**config.mk**
```make
export PLATFORM = sky130hd
export DESIGN_NAME = id_ex_stage_buf
export DESIGN_NICKNAME = d
export VERILOG_FILES = /design/src/rtl/riscv_pkg.sv /design/src/rtl/pipe_skid_buf.sv /design/src/rtl/id_ex_stage_buf.sv
export SDC_FILE = /design/constraint.sdc
export NUM_CORES = 1
export LEC_CHECK = 0
export ABC_AREA = 1
export CAP_MARGIN = 0
export CORE_MARGIN = 5
export CORE_UTILIZATION = 52
export CTS_CLUSTER_SIZE = 16
export DETAILED_ROUTE_END_ITERATION = 6
export PLACE_DENSITY_LB_ADDON = 0.05
export SKIP_LAST_GASP = 1
export SYNTH_ARGS = -nofsm -noshare
export SYNTH_HDL_FRONTEND = slang
export SYNTH_SLANG_ARGS = --single-unit
```
**constraint.sdc**
```tcl
create_clock -name clk -period 1.8 [get_ports clk]
set_clock_uncertainty 0.2 [all_clocks]
set_input_delay 0.27 -clock clk [delete_from_list [all_inputs] [get_ports clk]]
set_output_delay 0.27 -clock clk [all_outputs]
set_load 0.005 [all_outputs]
```
**src/rtl/riscv_pkg.sv**
```systemverilog
// Shared RISC-V core types: ALUOp encodings, control-bit positions and the
// bundle carried from decode to execute.
package riscv_pkg;

  localparam int RV_XLEN   = 32;
  localparam int RV_REG_AW = 5;

  localparam logic [1:0] ALUOP_ADD    = 2'b00;
  localparam logic [1:0] ALUOP_BRANCH = 2'b01;
  localparam logic [1:0] ALUOP_RTYPE  = 2'b10;

  // Positions inside the 6-bit control word {RegWrite,MemRead,MemWrite,MemtoReg,ALUSrc,Branch}
  localparam int CTRL_REGWRITE = 5;
  localparam int CTRL_MEMREAD  = 4;
  localparam int CTRL_MEMWRITE = 3;
  localparam int CTRL_MEMTOREG = 2;
  localparam int CTRL_ALUSRC   = 1;
  localparam int CTRL_BRANCH   = 0;

  typedef struct packed {
    logic [RV_XLEN-1:0]   pc;
    logic [RV_XLEN-1:0]   rs1_data;
    logic [RV_XLEN-1:0]   rs2_data;
    logic [RV_XLEN-1:0]   imm;
    logic [RV_REG_AW-1:0] rs1;
    logic [RV_REG_AW-1:0] rs2;
    logic [RV_REG_AW-1:0] rd;
    logic [2:0]           f3;
    logic [6:0]           f7;
    logic [1:0]           aluop;
    logic [5:0]           ctrl;
  } id_ex_bus_t;

endpackage

```
**src/rtl/pipe_skid_buf.sv**
```systemverilog
// Generic 2-entry valid/ready skid buffer with synchronous flush.
// in_ready comes straight from a flop so the upstream path is not combinational.
module pipe_skid_buf #(
  parameter int W = 8
) (
  input  logic         clk,
  input  logic         rst_n,
  input  logic         flush,
  input  logic         in_valid,
  output logic         in_ready,
  input  logic [W-1:0] in_data,
  output logic         out_valid,
  input  logic         out_ready,
  output logic [W-1:0] out_data
);

  logic         main_valid_q, main_valid_d;
  logic         skid_valid_q, skid_valid_d;
  logic [W-1:0] main_data_q, main_data_d;
  logic [W-1:0] skid_data_q, skid_data_d;
  logic         accept, retire;

  assign in_ready  = !skid_valid_q;
  assign out_valid = main_valid_q;
  assign out_data  = main_data_q;
  assign accept    = in_valid & in_ready;
  assign retire    = main_valid_q & out_ready;

  always_comb begin
    main_valid_d = main_valid_q;
    skid_valid_d = skid_valid_q;
    main_data_d  = main_data_q;
    skid_data_d  = skid_data_q;
    if (flush) begin
      main_valid_d = 1'b0;
      skid_valid_d = 1'b0;
    end else if (retire && skid_valid_q) begin
      main_valid_d = 1'b1;
      main_data_d  = skid_data_q;
      skid_valid_d = accept;
      if (accept) skid_data_d = in_data;
    end else if ((retire || !main_valid_q) && !skid_valid_q) begin
      main_valid_d = accept;
      if (accept) main_data_d = in_data;
    end else if (main_valid_q && !retire && accept) begin
      // EX stalled: park the new instruction, main stays stable
      skid_valid_d = 1'b1;
      skid_data_d  = in_data;
    end
  end

  always_ff @(posedge clk or negedge rst_n) begin
    if (!rst_n) begin
      main_valid_q <= 1'b0;
      skid_valid_q <= 1'b0;
      main_data_q  <= '0;
      skid_data_q  <= '0;
    end else begin
      main_valid_q <= main_valid_d;
      skid_valid_q <= skid_valid_d;
      main_data_q  <= main_data_d;
      skid_data_q  <= skid_data_d;
    end
  end

endmodule

```
**src/rtl/id_ex_stage_buf.sv**
```systemverilog
// ID->EX pipeline buffer: packs decode fields into one bus, buffers it in an
// elastic skid stage and presents a NOP-masked copy to EX.
module id_ex_stage_buf #(
  parameter int XLEN   = 32,
  parameter int REG_AW = 5
) (
  input  logic              clk,
  input  logic              rst_n,
  input  logic              flush,
  input  logic              in_valid,
  output logic              in_ready,
  input  logic [XLEN-1:0]   in_pc,
  input  logic [XLEN-1:0]   in_rs1_data,
  input  logic [XLEN-1:0]   in_rs2_data,
  input  logic [XLEN-1:0]   in_imm,
  input  logic [REG_AW-1:0] in_rs1,
  input  logic [REG_AW-1:0] in_rs2,
  input  logic [REG_AW-1:0] in_rd,
  input  logic [2:0]        in_funct3,
  input  logic [6:0]        in_funct7,
  input  logic [1:0]        in_aluop,
  input  logic [5:0]        in_ctrl,
  output logic              out_valid,
  input  logic              out_ready,
  output logic [XLEN-1:0]   out_pc,
  output logic [XLEN-1:0]   out_rs1_data,
  output logic [XLEN-1:0]   out_rs2_data,
  output logic [XLEN-1:0]   out_imm,
  output logic [REG_AW-1:0] out_rs1,
  output logic [REG_AW-1:0] out_rs2,
  output logic [REG_AW-1:0] out_rd,
  output logic [2:0]        out_funct3,
  output logic [6:0]        out_funct7,
  output logic [1:0]        out_aluop,
  output logic [5:0]        out_ctrl
);
  import riscv_pkg::*;

  id_ex_bus_t in_bus;
  id_ex_bus_t out_bus;

  assign in_bus = '{pc:       in_pc,
                    rs1_data: in_rs1_data,
                    rs2_data: in_rs2_data,
                    imm:      in_imm,
                    rs1:      in_rs1,
                    rs2:      in_rs2,
                    rd:       in_rd,
                    f3:       in_funct3,
                    f7:       in_funct7,
                    aluop:    in_aluop,
                    ctrl:     in_ctrl};

  pipe_skid_buf #(.W($bits(id_ex_bus_t))) u_skid (
    .clk       (clk),
    .rst_n     (rst_n),
    .flush     (flush),
    .in_valid  (in_valid),
    .in_ready  (in_ready),
    .in_data   (in_bus),
    .out_valid (out_valid),
    .out_ready (out_ready),
    .out_data  (out_bus)
  );

  assign out_pc       = out_bus.pc;
  assign out_rs1_data = out_bus.rs1_data;
  assign out_rs2_data = out_bus.rs2_data;
  assign out_imm      = out_bus.imm;
  assign out_rs1      = out_bus.rs1;
  assign out_rs2      = out_bus.rs2;
  assign out_rd       = out_bus.rd;
  assign out_funct3   = out_bus.f3;
  assign out_funct7   = out_bus.f7;

  // Stale data is harmless, but control must read as a NOP when nothing is valid
  assign out_aluop = out_valid ? out_bus.aluop : ALUOP_ADD;
  assign out_ctrl  = out_valid ? out_bus.ctrl  : 6'b0;

endmodule

```
==> reports/qor.yml <==
insertion_delay_ns: 0.52
min_period_over_period: 1.12
drive_gt1_frac: 0.151
antenna_found_initial: 8
synth_compound_area_frac: 0
synth_mux_area_frac: 0
fin_tns_setup_ns: -49.59
synth_cells: 2135
failed_checks: "negative setup slack"
coreArea_sq_um: 31400
fin_util: 0.709
min_path_type: "in2async"
syn_nets: 2301
ys_types: 16
root_buffer: "clkbuf_16"
grt_max_degree: 66
wl_per_cell_um: 20.6
fin_nets: 2486
synth_commonest_cells: "nand2_1, dfrtp_1, nand3_1"
fin_area_sq_um: 22300
num_vias: 15894
firstDrtPassIters: 5
pin_count: 329
ys_dominant_reg_cell: "dfrtp_1"
critPathRequiredTime_ns: 1.99
critPathCapture: "u_skid.out_data[106]$_DFFE_PN0P_"
grt_pass1_vias: 15132
drtIter0Drc: 1563
path_clk_slew_ns: 0.06
cts_tree: "yes"
start_util: 0.525
fillers: 2446
vias_per_cell: 5.78
final_antenna_net_count: 0
track_usage: 0.285
die_x_um: 188
place_ws_ns: -0.227
syn_avg_cell_area_sq_um: 7.72
end_kind: "flip-flop"
max_freq_mhz: 497
reg2reg_from: "u_skid.out_valid$_DFFE_PN0P_"
setup_viol: 333
clk_path_buf_depth: 3
r2r_setup_slack_ns: -0.21
place.gp.congestion: 0.801
p_leak_nw: 11.9
cap_violations: 0
layoutNonFillerInstCount: 2750
portBuffers: 328
min_period_ns: 2.01
cts_num_sinks: 324
worstSetupPathType: "reg2reg"
die_y_um: 188
reg2reg_depth: 10
synth-seq-cells: 324
synth_edf_count: 0
remaining_drc_errors: 0
synth_area_leaders: "dfrtp_1, nand2_1, nand3_1"
synth_largest_area_cell: "dfrtp_1"
seq_area_frac_synth: 0.492
dieArea_sq_um: 35400
floorplan.rows: 65
cp.arrival_ns: 2.21
cts_htree_levels: 2
critPathMaxFanout: 5
totalWireLength_mm: 56.7
dp_hpwl_mm: 31.2
async_flop_share: 1.00
synth-xor-area-share: 0
cts_made_buffers: 37
worstReg2RegEnd: "u_skid.out_data[106]$_DFFE_PN0P_"
status: "complete, but fails checks"
crit_path_start: "u_skid.out_valid$_DFFE_PN0P_"
synth_largest_type_area_fraction: 0.492
tightest_slew_ns: 0.595
synth_simple_gate_area_frac: 0.386
hold_viol: 0
dp_cells: 2614
synth_most_common_cell: "nand2_1"
gr-total-overflow: 0
dpl_cell_area_sq_um: 19500
netlist_area_sq_um: 16500
grt_pass1_wl_mm: 83.3
start_kind: "flip-flop"
syn2layout_area_growth_pct: 35.1
vdd_drop_max_mv: 0.672
ys_warn_count: 0
grt_setup_unrepaired: "yes"
synth_adder_area_share: 0
synth_top_family_by_area: "simple AND/OR/NAND/NOR gates"
power_per_cell_area_nw_per_um2: 1010
finalWorstSetupSlack_ns: -0.214
slew_headroom: 0.604
maxSlewViolCount: 0
[sequential cells by signal, summed over array words and instances, names as in the netlist]
name / cells
u_skid.out_data: 161
u_skid.skid_valid_q: 1
u_skid.out_valid: 1
u_skid.skid_data_q: 161
[layout by cell type (no fill, tap or decap), drive strengths merged]
cell type      Yosys  layout
buf              254     134
bufbuf             0       1
bufinv             0       2
clkbuf            76      75
clkdlybuf4s50      0     163
clkinv             0       5
clkinvlp           0       2
dfrtp            324     324
diode              0       4
dlygate4sd2        0     153
dlygate4sd3        0       1
inv               12      12
nand2            978     981
nand3            325     325
nand3b             1       1
nand4            162     162
nor2               3       3
[through the flow]
stage	total power [mW]	hold slack [ns]
after global routing	23.6	0.0724
final	22.5	0.0515
after CTS	22.0	0.0588
after detailed placement	14.7	0.00512
after floorplan	12.7	-0.226
after global placement	14.6	0.000111
[power breakdown]
part / switching, mW / leakage, nW / internal [mW] / total (mW)
clock: 3.00 / 0.584 / 4.47 / 7.46
combinational: 2.54 / 7.25 / 2.46 / 5.00
sequential: 1.06 / 4.07 / 8.94 / 10.0
[cell type report]
type,instances,area [sq um],area share
timing repair buffer,473,5390,0.242
multi-input combinational,1472,7010,0.315
inverter,12,47.5,0.00214
sequential,324,8120,0.365
clock buffer,54,1090,0.0490
clock inverter,9,100,0.00450
antenna,4,10.0,0.000450
tap,402,503,0.0226
[kinds of logic after synthesis]
family / count (synthesis)
and+or+nand+nor: 1469
buffers and inverters: 342
DFF: 324
[worst min path at each step]
stage                                            end  slack [ns]  cells past startpoint
detailed placement  u_skid.out_data[126]$_DFFE_PN0P_       0.005                      1
floorplan             u_skid.out_data[0]$_DFFE_PN0P_       -0.23                      0
finish              u_skid.out_data[103]$_DFFE_PN0P_        0.05                      2
global placement    u_skid.out_data[126]$_DFFE_PN0P_      0.0001                      1
CTS                 u_skid.out_data[103]$_DFFE_PN0P_        0.06                      2
global route        u_skid.out_data[103]$_DFFE_PN0P_        0.07                      2
[critical path, cell delays in order (launching register included)]
cell and delay [ns]:
dfrtp_4 0.50, buf_8 0.14, buf_6 0.12, buf_6 0.12
nand4_1 0.13, buf_12 0.15, nand2_8 0.08, buf_12 0.16
clkbuf_16 0.17, nand2_4 0.07, nand2_2 0.05
[per-layer routing]
layer  routed length [um]  track usage  vias up  share of wire
met2                26800        0.450      858           0.47
met4                 1740       0.0858        8          0.031
met1                22600        0.394     7718           0.40
met3                 5480       0.0663      127          0.097
li1                     -            -     7183              -
met5                   59            0        -         0.0010
[timing repair]
item / in CTS / in global routing
pin swaps: 2 / 15
endpoints found under the hold margin: 324 / 0
setup endpoints to repair: 167 / 333
gates resized for setup: 234 / 188
hold buffers: 1 / 0
setup buffers: 32 / 2
cloned: 7 / 30
(Power assumes the default switching activity.)
==> patch: new RTL, same flow settings <==
Make the reset (`rst_n`) synchronous in one clocked block.
--- a/src/rtl/pipe_skid_buf.sv
+++ b/src/rtl/pipe_skid_buf.sv
@@ -50,5 +50,5 @@
   end
 
-  always_ff @(posedge clk or negedge rst_n) begin
+  always_ff @(posedge clk) begin
     if (!rst_n) begin
       main_valid_q <= 1'b0;
Behaviour: not the same (a bounded check fails within 4 cycles, from zero or initial values and one cycle with rst_n low; the reset may be asserted at any time).
==> patch against the original RTL <==
- the run still ends with setup timing left
- routed wire length down 16%
- critical path depth rose by 1
- cell area rose by 1.4%
- setup slack better by 0.21 ns
- area after synthesis rose by 6.5%
- sequential cell count unchanged
- highest routed layer unchanged
Power is not compared: it rests on default switching activity, and its combinational part moved more than twofold at a synthesized area within 25%.
==> patch: results (changes against the original RTL) <==
status complete, but fails checks; failing checks setup timing; register area 6526 sq um (-20%); PnR worst setup slack -0.004520 ns (+0.2095 ns); Post-synth top cells nand2_1, nor2_1, inv_1; final setup vio count 3 (-99%); met3 wire length 2.838 mm (-48%); layout cell share with drive strength beyond 1 8.587% (-6.5 points); # fillers 3004 (+23%); ys flop type dfxtp_1; per-cell routed wire length 13.36 um (-35%); clock network area share 5.903% (+0.56 points); crit path max fanout 7 (+2); RR Endpoint u_skid.out_data[113]$_SDFFE_PN0P_; Signal buf overhead 21.03% (-3.2 points); Met1 Wirelength 20.91 mm (-7.6%); async set or reset register ratio after synthesis 0% (-100 points); routability cong. 0.8501 (+6.1%); Min Hold Slack 0.2345 ns (+0.1830 ns); Non-clock inverters 495 (+483); syn nets 3089 (+34%); initial antenna violation count 11 (+3); Post-DP HPWL 31.14 mm (-0.35%); Placed Cells 3475 (+33%); met1 Use GR 30.00% (-9.4 points); Worst Setup SP u_skid.out_valid$_SDFFE_PP0P_; Worst Path Arrival 2.05 ns (-0.16 ns); met2 Use GR 40.96% (-4.1 points); comb_multi_in 1794 (+22%); Placed Area 20820 sq um (+7.0%); DRT iter0 DRCs 757 (-52%); sequential share of the synthesized area 36.94% (-12 points); Worst Reg2Reg Path Length in Cells 11 (+1); nets@finish 3259 (+31%); Max transition margin 75.79% (+15 points); R2R Setup Slk -0.005 ns (+0.21 ns); CTS buffer count 38 (+2.7%); Layout Cells excl Fill 3573 (+30%)
[patch: through the flow]
stage,utilization [%],setup WS [ns],power [mW],TNS [ns]
final,67.49,-0.004520,18.08,-0.01131
after global routing,67.49,-0.09646,18.86,-7.109
after CTS,65.82,-0.04396,18.25,-0.04396
after detailed placement,62.24,-0.2307,10.26,-58.51
after global placement,62.24,-0.2078,10.22,-50.06
after floorplan,-,0.2093,9.260,0
[patch: cells by family (layout without fill, tap and decap cells)]
family,Yosys count,after routing,share of synthesized area [%]
AO/OA/AOI/OAI,3,3,0.1069
flip-flops,324,324,36.94
buffers and inverters,805,1003,21.11
other,0,4,0
AND/OR/NAND/NOR,1791,1791,41.84
[patch: tightest hold or removal path, cell delays in order]
cell,delay (ns)
clkdlybuf4s50_1,0.41
nand2_1,0.07
nand2_1,0.04
nor2_1,0.08
nor2_1,0.05
